--- src/rtl/gray_pkg.sv ---
// Shared constants and FSM encoding for the Gray-code decoder slice.
package gray_pkg;

  localparam int GRAY_WIDTH_DEF = 3;
  localparam int WRAP_W_DEF     = 8;

  typedef enum logic [1:0] {
    IDLE  = 2'd0,
    TRACK = 2'd1,
    FAULT = 2'd2
  } state_e;

endpackage

--- src/rtl/gray_to_bin.sv ---
// Combinational Gray-to-binary conversion: each binary bit is the XOR of all Gray bits at or above it.
// Latency 0; no flow control.
module gray_to_bin #(
  parameter int WIDTH = gray_pkg::GRAY_WIDTH_DEF
) (
  input  logic [WIDTH-1:0] gray,
  output logic [WIDTH-1:0] bin
);

  always_comb begin
    bin = '0;
    for (int i = 0; i < WIDTH; i++) begin
      bin[i] = ^(gray >> i);
    end
  end

endmodule

--- src/rtl/gray_decoder.sv ---
// Tracks an upstream Gray counter: decodes each accepted sample, flags direction, wraps and illegal jumps.
// Latency 1 cycle from the En sample edge; no backpressure, En=0 simply holds all state.
module gray_decoder
  import gray_pkg::*;
#(
  parameter int WIDTH  = GRAY_WIDTH_DEF,
  parameter int WRAP_W = WRAP_W_DEF
) (
  input  logic              Clk,
  input  logic              Reset,
  input  logic              En,
  input  logic [WIDTH-1:0]  GrayIn,
  output logic [WIDTH-1:0]  Binary,
  output logic              Valid,
  output logic              Dir,
  output logic              Wrap,
  output logic              Overflow,
  output logic              Error,
  output logic [WRAP_W-1:0] WrapCount
);

  localparam logic [WIDTH-1:0] STEP_UP = WIDTH'(1);

  state_e            state_q, state_d;
  logic [WIDTH-1:0]  binary_q, binary_d;
  logic              valid_q, valid_d;
  logic              dir_q, dir_d;
  logic              wrap_q, wrap_d;
  logic              overflow_q, overflow_d;
  logic              error_q, error_d;
  logic [WRAP_W-1:0] wrap_count_q, wrap_count_d;

  logic [WIDTH-1:0]  sample_bin;
  logic [WIDTH-1:0]  delta;

  gray_to_bin #(.WIDTH(WIDTH)) u_gray_to_bin (
    .gray (GrayIn),
    .bin  (sample_bin)
  );

  assign delta = sample_bin - binary_q;

  always_comb begin
    state_d      = state_q;
    binary_d     = binary_q;
    valid_d      = valid_q;
    dir_d        = dir_q;
    wrap_d       = 1'b0;
    overflow_d   = overflow_q;
    error_d      = error_q;
    wrap_count_d = wrap_count_q;

    case (state_q)
      IDLE: begin
        // First sample seeds the tracker; there is no history to check it against.
        if (En) begin
          binary_d = sample_bin;
          valid_d  = 1'b1;
          dir_d    = 1'b1;
          state_d  = TRACK;
        end
      end
      TRACK: begin
        if (En) begin
          if (delta == STEP_UP) begin
            binary_d = sample_bin;
            dir_d    = 1'b1;
            if (binary_q == '1) begin
              wrap_d     = 1'b1;
              overflow_d = 1'b1;
              if (wrap_count_q != '1) begin
                wrap_count_d = wrap_count_q + WRAP_W'(1);
              end
            end
          end else if (delta == '1) begin
            binary_d = sample_bin;
            dir_d    = 1'b0;
          end else if (delta != '0) begin
            error_d = 1'b1;
            state_d = FAULT;
          end
        end
      end
      FAULT: begin
        state_d = FAULT;
      end
      default: begin
        error_d = 1'b1;
        state_d = FAULT;
      end
    endcase
  end

  always_ff @(posedge Clk) begin
    if (!Reset) begin
      state_q      <= IDLE;
      binary_q     <= '0;
      valid_q      <= 1'b0;
      dir_q        <= 1'b1;
      wrap_q       <= 1'b0;
      overflow_q   <= 1'b0;
      error_q      <= 1'b0;
      wrap_count_q <= '0;
    end else begin
      state_q      <= state_d;
      binary_q     <= binary_d;
      valid_q      <= valid_d;
      dir_q        <= dir_d;
      wrap_q       <= wrap_d;
      overflow_q   <= overflow_d;
      error_q      <= error_d;
      wrap_count_q <= wrap_count_d;
    end
  end

  assign Binary    = binary_q;
  assign Valid     = valid_q;
  assign Dir       = dir_q;
  assign Wrap      = wrap_q;
  assign Overflow  = overflow_q;
  assign Error     = error_q;
  assign WrapCount = wrap_count_q;

endmodule

--- config.mk ---
export PLATFORM = sky130hd
export DESIGN_NAME = gray_decoder
export DESIGN_NICKNAME = d
export VERILOG_FILES = /design/src/rtl/gray_pkg.sv /design/src/rtl/gray_to_bin.sv /design/src/rtl/gray_decoder.sv
export SDC_FILE = /design/constraint.sdc
export NUM_CORES = 1
export LEC_CHECK = 0
export CAP_MARGIN = 0
export CORE_MARGIN = 1.5
export CORE_UTILIZATION = 52
export DETAILED_ROUTE_END_ITERATION = 12
export HOLD_SLACK_MARGIN = 0.12
export PLACE_DENSITY = 0.82
export SLEW_MARGIN = 20
export SYNTH_ARGS = -nofsm -noshare
export SYNTH_HDL_FRONTEND = slang
export SYNTH_SLANG_ARGS = --single-unit
export TNS_END_PERCENT = 10
--- constraint.sdc ---
create_clock -name Clk -period 7.7 [get_ports Clk]
set_input_delay 2.31 -clock Clk [delete_from_list [all_inputs] [get_ports Clk]]
set_output_delay 2.31 -clock Clk [all_outputs]
set_load 0.1 [all_outputs]
==> results of run 1 <==
==> layout make-up <==
type / instances / area (um^2) / share of cell area, %
Clock buffer: 3 / 22.5 / 1.83
Sequential cell: 18 / 360 / 29.2
Multi-Input combinational cell: 85 / 593 / 48.1
Timing Repair Buffer: 21 / 210 / 17.1
Inverter: 4 / 15.0 / 1.22
Tap cell: 25 / 31.3 / 2.54
==> synthesized netlist by cell type (4+ instances only) <==
master | number | share of area, %
a21oi_1 | 5 | 2.5
clkbuf_1 | 4 | 1.5
dfxtp_1 | 18 | 36
mux2i_1 | 4 | 4.0
nand2_1 | 9 | 3.4
nand3_1 | 7 | 3.5
nor2_1 | 11 | 4.2
o2111ai_1 | 4 | 3.5
o21ai_0 | 4 | 2.0
==> cell families after synthesis <==
kind of cell / count (synthesis) / synth area share [%]
XOR/XNOR: 4 / 5.03
flip-flops: 18 / 36.2
AND/OR/NAND/NOR: 49 / 26.2
AO/OA/AOI/OAI: 25 / 19.9
multiplexers: 4 / 4.03
adder cells (fa/ha/maj): 3 / 4.53
buffers and inverters: 9 / 4.15
==> stage by stage <==
step | instance area (um^2) | total power, mW | instances
floorplan | 995 | 0.218 | 112
global placement | 1210 | 0.246 | 153
detailed placement | 1210 | 0.248 | 153
CTS | 1230 | 0.295 | 156
global route | 1230 | 0.310 | 156
finish | 1230 | 0.295 | 156
==> final timing paths <==
check                         startpoint                         to  slack, ps  cells after the start
setup / recovery               GrayIn[2]  WrapCount[5]$_SDFFE_PN0P_       2420                     10
hold / removal     Overflow$_SDFFE_PN0P_      Overflow$_SDFFE_PN0P_        480                      2
setup reg to reg  Binary[0]$_SDFFE_PN0P_  WrapCount[5]$_SDFFE_PN0P_       5170                      5
hold reg to reg    Overflow$_SDFFE_PN0P_      Overflow$_SDFFE_PN0P_        480                      2
==> state kept, by name, indices dropped and copies added (netlist names) <==
name / count
state_q: 2
Binary: 3
Dir: 1
Overflow: 1
WrapCount: 8
Error: 1
Wrap: 1
Valid: 1
==> where the power goes <==
| part | switching, mW | leakage [nW] | internal, mW |
|---|---|---|---|
| logic | 0.0931 | 0.246 | 0.0422 |
| registers | 0.0109 | 0.146 | 0.102 |
| clock network | 0.0291 | 0.0138 | 0.0182 |
==> worst max-delay path, stage by stage <==
cell and delay (ps):
clkdlybuf4s50_1 550, xor2_1 360, xnor2_1 220, ha_1 200, inv_1 40, fa_1 360
xnor3_2 280, or4_4 600, a2111oi_4 360, mux2i_1 220
==> metal layers <==
layer  wire [um]  global-route usage [%]
met1        1020                    28.7
met2         961                    31.9
met3          61                    4.23
met4          39                    11.1
met5           0                       0
==> cell usage in the layout, fill, tap and decap left out, types with 2 or more instances in the layout <==
cell | netlist | layout
a211oi_1 | 3 | 3
a21oi_1 | 5 | 5
clkbuf_4 | 0 | 3
clkdlybuf4s50_1 | 0 | 21
dfxtp_1 | 18 | 18
ha_1 | 2 | 2
inv_1 | 3 | 3
mux2i_1 | 4 | 4
nand2_1 | 9 | 9
nand2b_1 | 3 | 3
nand3_1 | 7 | 7
nand4_1 | 2 | 2
nor2_1 | 11 | 11
nor3_1 | 3 | 3
nor4_1 | 2 | 2
o2111ai_1 | 4 | 4
o211ai_1 | 2 | 2
o21ai_0 | 4 | 4
or2_2 | 2 | 2
xor2_1 | 2 | 2
==> run_results.csv, run 1 <==
group,metric,value,unit
outcome,status,"completed",
yosys,async_reset_ff_share,0,%
sta,post-route-period-util,68.6,%
yosys,synth_cells,112,
floorplanning,start_util,56.4,%
floorplanning,rows,15,
yosys,synth_edf_count,0,
sta,slew_violations,0,
clock_network,numCtsBuffers,3,
yosys,avgSynthCellArea,8.88,um^2
finish,nNetsFinal,142,
place,port_buffers,21,
finish,area_growth,23.9,%
grt,grt-ovfl-total,0,
grt,grt_max_degree,24,
clock_network,post_cts_buffers,0,
route,drc,0,
grt,grt_usage,21.1,%
clock_network,cts_hold_buf,0,
grt,grt_pass1_wl,3.26,mm
yosys,yosysSeqAreaShare,36.2,%
clock_network,cts_tree,"done",
place,hpwlAfterDp,1.51,mm
critical_path,critPathMaxFanout,8,
route,drt-initial-drc-count,16,
floorplanning,dieArea,2180,um^2
floorplanning,num_io_pins,22,
sta,worst_hold_slack,479,ps
critical_path,crit_path_end_kind,"register",
route,vias,910,
min_path,hold_path_class,"reg -> reg",
sta,clock-skew-final,1.54,ps
route,wire_per_inst,13.4,um
route,ant_nets,0,
critical_path,crit_arrival,5510,ps
yosys,ys_types,41,
pwr,leakage,0.406,nW
sta,fin_ws,2420,ps
floorplanning,die_h,46.7,um
finish,fillCellCount,148,
clock_network,cts.reportedPaths.clkPinSlew,100,ps
sta,min_period,5280,ps
route,first_pass_iters,4,
sta,hold_viol,0,
clock_network,clock_sinks,18,
yosys,syn-num-nets,121,
route,routed_via_density,5.83,
yosys,syn-cell-area,995,um^2
route,drt-total-wl,2.08,mm
yosys,dominantRegCellSynth,"dfxtp_1",
finish,diodes,0,
finish,final_util,69.9,%
sta,max_freq,189,MHz
yosys,synth-seq-cells,18,
floorplanning,dieWidth,46.7,um
clock_network,post_cts_resized,0,
pwr,ir_drop,0.144,mV
sta,fin_setup_tns,0,ps
clock_network,htree_levels,1,
place,dp_slack,2090,ps
sta,setup_viol_count_final,0,
sta,rsz0062_at_grt,"no",
clock_network,cts_buffer_depth,2,
floorplanning,coreArea,1760,um^2
yosys,yosys_warnings,0,
critical_path,startpoint_type,"input pin",
flow_run,cap_viol_max_count,0,
sta,worstMarginPinSlew,972,ps
clock_network,cts_root_buf,"clkbuf_4",
critical_path,crit_required,7930,ps
critical_path,crit_type,"in -> reg",
finish,drive_gt1_share,6.11,%
grt,antenna_found_initial,0,
clock_network,insertion_delay,290,ps
sta,max-slew-margin-rel,35.0,%
place,gp_congestion,0.760,
grt,grt_pass1_vias,753,
pwr,power.density,239,nW/um^2
Power figures use the tool's default switching activity.
==> inputs of run 2 (changes only) <==
Settings changed: CORE_UTILIZATION 52 to 49, PLACE_DENSITY 0.82 to 0.78.
Clock period 7.7 ns to 5.5 ns, I/O delays scaled along.
==> run_results.csv, run 2 (synthesis gave the netlist of run 1 again) <==
group,metric,value,unit
outcome,status,"completed",
sta,clock-skew-final,4.19,ps
finish,diodes,0,
critical_path,crit_required,5730,ps
clock_network,post_cts_resized,0,
critical_path,cp_slowest_cell,"or4_4",
sta,rsz0062_at_grt,"no",
critical_path,rrSetupSlack,2980,ps
clock_network,cts.reportedPaths.clkPinSlew,100,ps
grt,grt-ovfl-total,0,
grt,grt_pass1_vias,776,
clock_network,cts_buffer_depth,2,
critical_path,max_stage_delay,600,ps
sta,fin_setup_tns,0,ps
sta,slew_violations,0,
sta,max-slew-margin-rel,34.4,%
flow_run,cap_viol_max_count,0,
place,port_buffers,21,
clock_network,post_cts_buffers,0,
floorplanning,num_io_pins,22,
grt,antenna_found_initial,0,
grt,grt_pass1_wl,3.24,mm
finish,layout_commonest_cell,"clkdlybuf4s50_1",
place,gp_congestion,0.788,
pwr,ir_drop,0.227,mV
route,drt-initial-drc-count,34,
clock_network,numCtsBuffers,3,
route,vias,921,
sta,min_period,4650,ps
floorplanning,dieArea,2310,um^2
clock_network,insertion_delay,290,ps
critical_path,crit_type,"in -> reg",
finish,final_cell_mix,"clkdlybuf4s50_1 (21), dfxtp_1 (18), nor2_1 (11)",
critical_path,crit_path_end_kind,"register",
critical_path,rr_worst_depth,7,
sta,worstMarginPinSlew,982,ps
grt,grt_max_degree,24,
min_path,hold_path_class,"reg -> reg",
critical_path,rr_endpoint,"WrapCount[5]$_SDFFE_PN0P_",
floorplanning,rows,16,
clock_network,cts_root_buf,"clkbuf_4",
route,first_pass_iters,5,
pwr,leakage,0.411,nW
sta,setup_viol_count_final,0,
critical_path,crit_chain,"clkdlybuf4s50_1 > xor2_1 > xnor2_1 > ha_1 > inv_1 > fa_1 > xnor3_2 > or4_4 > a2111oi_4 > mux2i_1",
finish,largest_reg_flops,8,
critical_path,crit_path_start,"GrayIn[2]",
sta,hold_viol,0,
critical_path,r2r-start,"Binary[0]$_SDFFE_PN0P_",
route,ant_nets,0,
clock_network,cts_hold_buf,0,
finish,nNetsFinal,143,
floorplanning,coreArea,1940,um^2
clock_network,htree_levels,1,
sta,post-route-period-util,84.5,%
sta,max_freq,215,MHz
critical_path,startpoint_type,"input pin",
route,wire_per_inst,13.0,um
route,drc,0,
floorplanning,die_h,48.1,um
critical_path,critPathMaxFanout,8,
finish,fillCellCount,171,
critical_path,crit_path_end,"WrapCount[5]$_SDFFE_PN0P_",
route,routed_via_density,5.79,
clock_network,cts_tree,"done",
critical_path,crit_arrival,4870,ps
floorplanning,dieWidth,48.1,um
route,drt-total-wl,2.07,mm
clock_network,clock_sinks,18,
finish,final_util,64.0,%
finish,drive_gt1_share,6.82,%
pwr,power.density,331,nW/um^2
place,hpwlAfterDp,1.54,mm
finish,ff_latch_area,360,um^2
finish,multi_input_area,593,um^2
floorplanning,start_util,51.2,%
grt,grt_usage,19.8,%
finish,area_growth,24.9,%
## run 2: cell count changes in the layout (fill, tap and decap cells not counted), sizes merged
cell / before / now
buf: 0 / 1
## run 2: critical path, delay by kind of cell
| kind | cells | cell delay (ps) |
|---|---|---|
| mux | 1 | 200 |
| fa+ha+maj | 2 | 570 |
| simple gates | 1 | 600 |
| xor+xnor | 3 | 890 |
| buf+inv | 2 | 610 |
| compound gates | 1 | 350 |
## run 2: area by class of cell
cell class | count | area share, %
tap | 27 | 2.72
clock buffer | 3 | 1.81
inverter | 4 | 1.21
timing repair buffer | 22 | 17.5
sequential | 18 | 29.0
multi-input combinational | 85 | 47.7
## run 2: per-stage QoR
step	hold WS [ps]	cells	cell area, um^2	total power [mW]	worst slack [ps]
5_1_grt	504	159	1240	0.431	675
3_5_place_dp	462	156	1220	0.348	538
2_1_floorplan	501	112	995	0.306	1260
3_3_place_gp	450	156	1220	0.345	679
4_1_cts	486	159	1240	0.411	848
6_report	479	159	1240	0.412	854
## run 2: power breakdown
| group | internal (mW) | leakage (nW) | switching (mW) |
|---|---|---|---|
| registers | 0.142 | 0.146 | 0.0159 |
| clock network | 0.0255 | 0.0138 | 0.0393 |
| logic | 0.0591 | 0.251 | 0.130 |
| total | 0.227 | 0.411 | 0.185 |
## run 2: worst min path at each step
stage                            endpoint  slack, ps                     from  depth (start not counted)
finish                 Valid$_SDFFE_PN0P_        480       Valid$_SDFFE_PN0P_                          2
floorplan              Error$_SDFFE_PN0P_        500  state_q[1]$_SDFFE_PN0P_                          2
detailed placement     Valid$_SDFFE_PN0P_        460       Valid$_SDFFE_PN0P_                          2
global placement    Overflow$_SDFFE_PN0P_        450    Overflow$_SDFFE_PN0P_                          2
global route           Valid$_SDFFE_PN0P_        500       Valid$_SDFFE_PN0P_                          2
CTS                    Valid$_SDFFE_PN0P_        490       Valid$_SDFFE_PN0P_                          2
## run 2: per-layer routing
metal / vias to the layer above / GRT usage, % / share of wire (%) / wire, um
met1: 427 / 27.0 / 46 / 951
met5: - / 0 / 0 / 0
met3: 2 / 3.77 / 5.6 / 116
li1: 465 / - / - / -
met2: 27 / 30.9 / 47 / 979
met4: 0 / 7.57 / 1.0 / 21
==> inputs of run 3 (changes only) <==
Settings changed: CORE_UTILIZATION 49 to 44, PLACE_DENSITY 0.78 to 0.74.
Clock period 5.5 ns to 3.9 ns, I/O delays scaled along.
==> run_results.csv, run 3 (synthesis gave the netlist of run 1 again) <==
group,metric,value,unit
grt,grt_usage,18.6,%
clock_network,cts_tree,"done",
grt,grt_pass1_wl,3.53,mm
finish,final_cell_mix,"buf_4 (22), dfxtp_1 (18), nor2_1 (11)",
floorplanning,num_io_pins,22,
sta,worst_hold_slack,482,ps
sta,max_freq,265,MHz
finish,diodes,0,
clock_network,cts.reportedPaths.clkPinSlew,110,ps
clock_network,cts_buffer_depth,2,
sta,clock-skew-final,4.26,ps
place,hpwlAfterDp,1.60,mm
grt,grt_pass1_vias,818,
finish,fillCellCount,203,
route,drc,0,
route,drt-total-wl,2.22,mm
floorplanning,dieWidth,50.5,um
grt,antenna_found_initial,0,
finish,layout_commonest_cell,"buf_4",
critical_path,crit_required,4130,ps
place,postPlaceCellArea,1250,um^2
critical_path,rr_worst_depth,7,
min_path,hp-start,"Overflow$_SDFFE_PN0P_",
critical_path,r2r-start,"Binary[0]$_SDFFE_PN0P_",
sta,hold_viol,0,
finish,fin_cells,170,
floorplanning,die_h,50.5,um
critical_path,crit_path_start,"GrayIn[2]",
clock_network,cts_hold_buf,0,
route,ant_nets,0,
route,drt-initial-drc-count,13,
grt,grt-ovfl-total,0,
route,routed_via_density,5.45,
route,vias,926,
flow_run,cap_viol_max_count,0,
floorplanning,coreArea,2170,um^2
sta,post-route-period-util,96.6,%
route,first_pass_iters,3,
sta,setup_viol_count_final,0,
clock_network,insertion_delay,300,ps
place,port_buffers,21,
sta,worstMarginPinSlew,962,ps
finish,drive_gt1_share,23.9,%
clock_network,clock_sinks,18,
finish,area_growth,32.2,%
critical_path,crit_type,"in -> reg",
critical_path,crit_arrival,4000,ps
outcome,status,"completed",
min_path,hold_path_class,"reg -> reg",
route,wire_per_inst,13.0,um
place,dp.cells,165,
critical_path,startpoint_type,"input pin",
pwr,leakage,0.493,nW
finish,largest_reg_flops,8,
clock_network,numCtsBuffers,3,
clock_network,htree_levels,1,
critical_path,critPathMaxFanout,8,
grt,grt_max_degree,23,
place,gp_congestion,0.821,
critical_path,crit_path_end_kind,"register",
clock_network,cts_root_buf,"clkbuf_4",
sta,max-slew-margin-rel,35.7,%
sta,rsz0062_at_grt,"no",
sta,slew_violations,0,
floorplanning,rows,17,
floorplanning,dieArea,2550,um^2
pwr,ir_drop,0.390,mV
pwr,power.density,494,nW/um^2
finish,nNetsFinal,152,
finish,design_area,1320,um^2
min_path,whs_path_depth,2,
sta,min_period,3770,ps
floorplanning,start_util,45.8,%
[run 3: cell types whose count changed in the layout (fill, tap and decap cells not counted)]
cell / previous run / this run
buf_4: 1 / 22
clkdlybuf4s50_1: 21 / 9
a211oi_1: 3 / 2
a211oi_2: 0 / 1
clkbuf_8: 0 / 1
xnor2_1: 1 / 0
xnor2_2: 0 / 1
xor2_1: 2 / 1
xor2_2: 0 / 1
[run 3: metal layers]
metal  wire [um]  GRT usage, %
met1         992          21.9
met2        1110          31.1
met3          67          2.98
met4          43          12.2
met5           0             0
[run 3: metrics by stage]
step                setup TNS, ps  worst slack (ps)  util, %  total power, mW
CTS                             0              33.5     59.3            0.645
finish                          0               131     60.6            0.649
detailed placement          -1420              -266     57.7            0.527
global route                    0              6.67     60.6            0.684
floorplan                       0               140        -            0.431
global placement             -616              -134     57.7            0.525
[run 3: critical path, stage by stage]
cell,delay [ps]
clkdlybuf4s50_1,530
xor2_2,210
xnor2_2,150
ha_1,180
inv_1,50
fa_1,380
xnor3_2,240
or4_4,560
a31oi_1,300
mux2i_1,230
[run 3: layout make-up]
| cell class | count | area [um^2] | area share, % |
|---|---|---|---|
| sequential | 18 | 360 | 27.4 |
| multi-input combinational | 85 | 613 | 46.6 |
| inverter | 4 | 15.0 | 1.14 |
| timing repair buffer | 31 | 255 | 19.4 |
| tap | 28 | 35.0 | 2.66 |
| clock buffer | 4 | 36.3 | 2.76 |
[run 3: timing repair]
item                                    4_1_cts  5_1_grt
endpoints found under the setup margin        0        5
buffers inserted                              0        1
resized for setup                             0        3
[run 3: path summary, 6_finish.rpt]
check / endpoint / slack, ps
worst max-delay path: WrapCount[1]$_SDFFE_PN0P_ / 130
worst min-delay path: Overflow$_SDFFE_PN0P_ / 480
worst max register to register: WrapCount[1]$_SDFFE_PN0P_ / 1470
worst min register to register: Overflow$_SDFFE_PN0P_ / 480
[run 3: report_power, final]
part           internal [mW]  total [mW]  leakage, nW  switching (mW)
Clock                 0.0569       0.117       0.0210          0.0603
Combinational          0.116       0.309        0.325           0.193
Sequential             0.201       0.222        0.146          0.0218
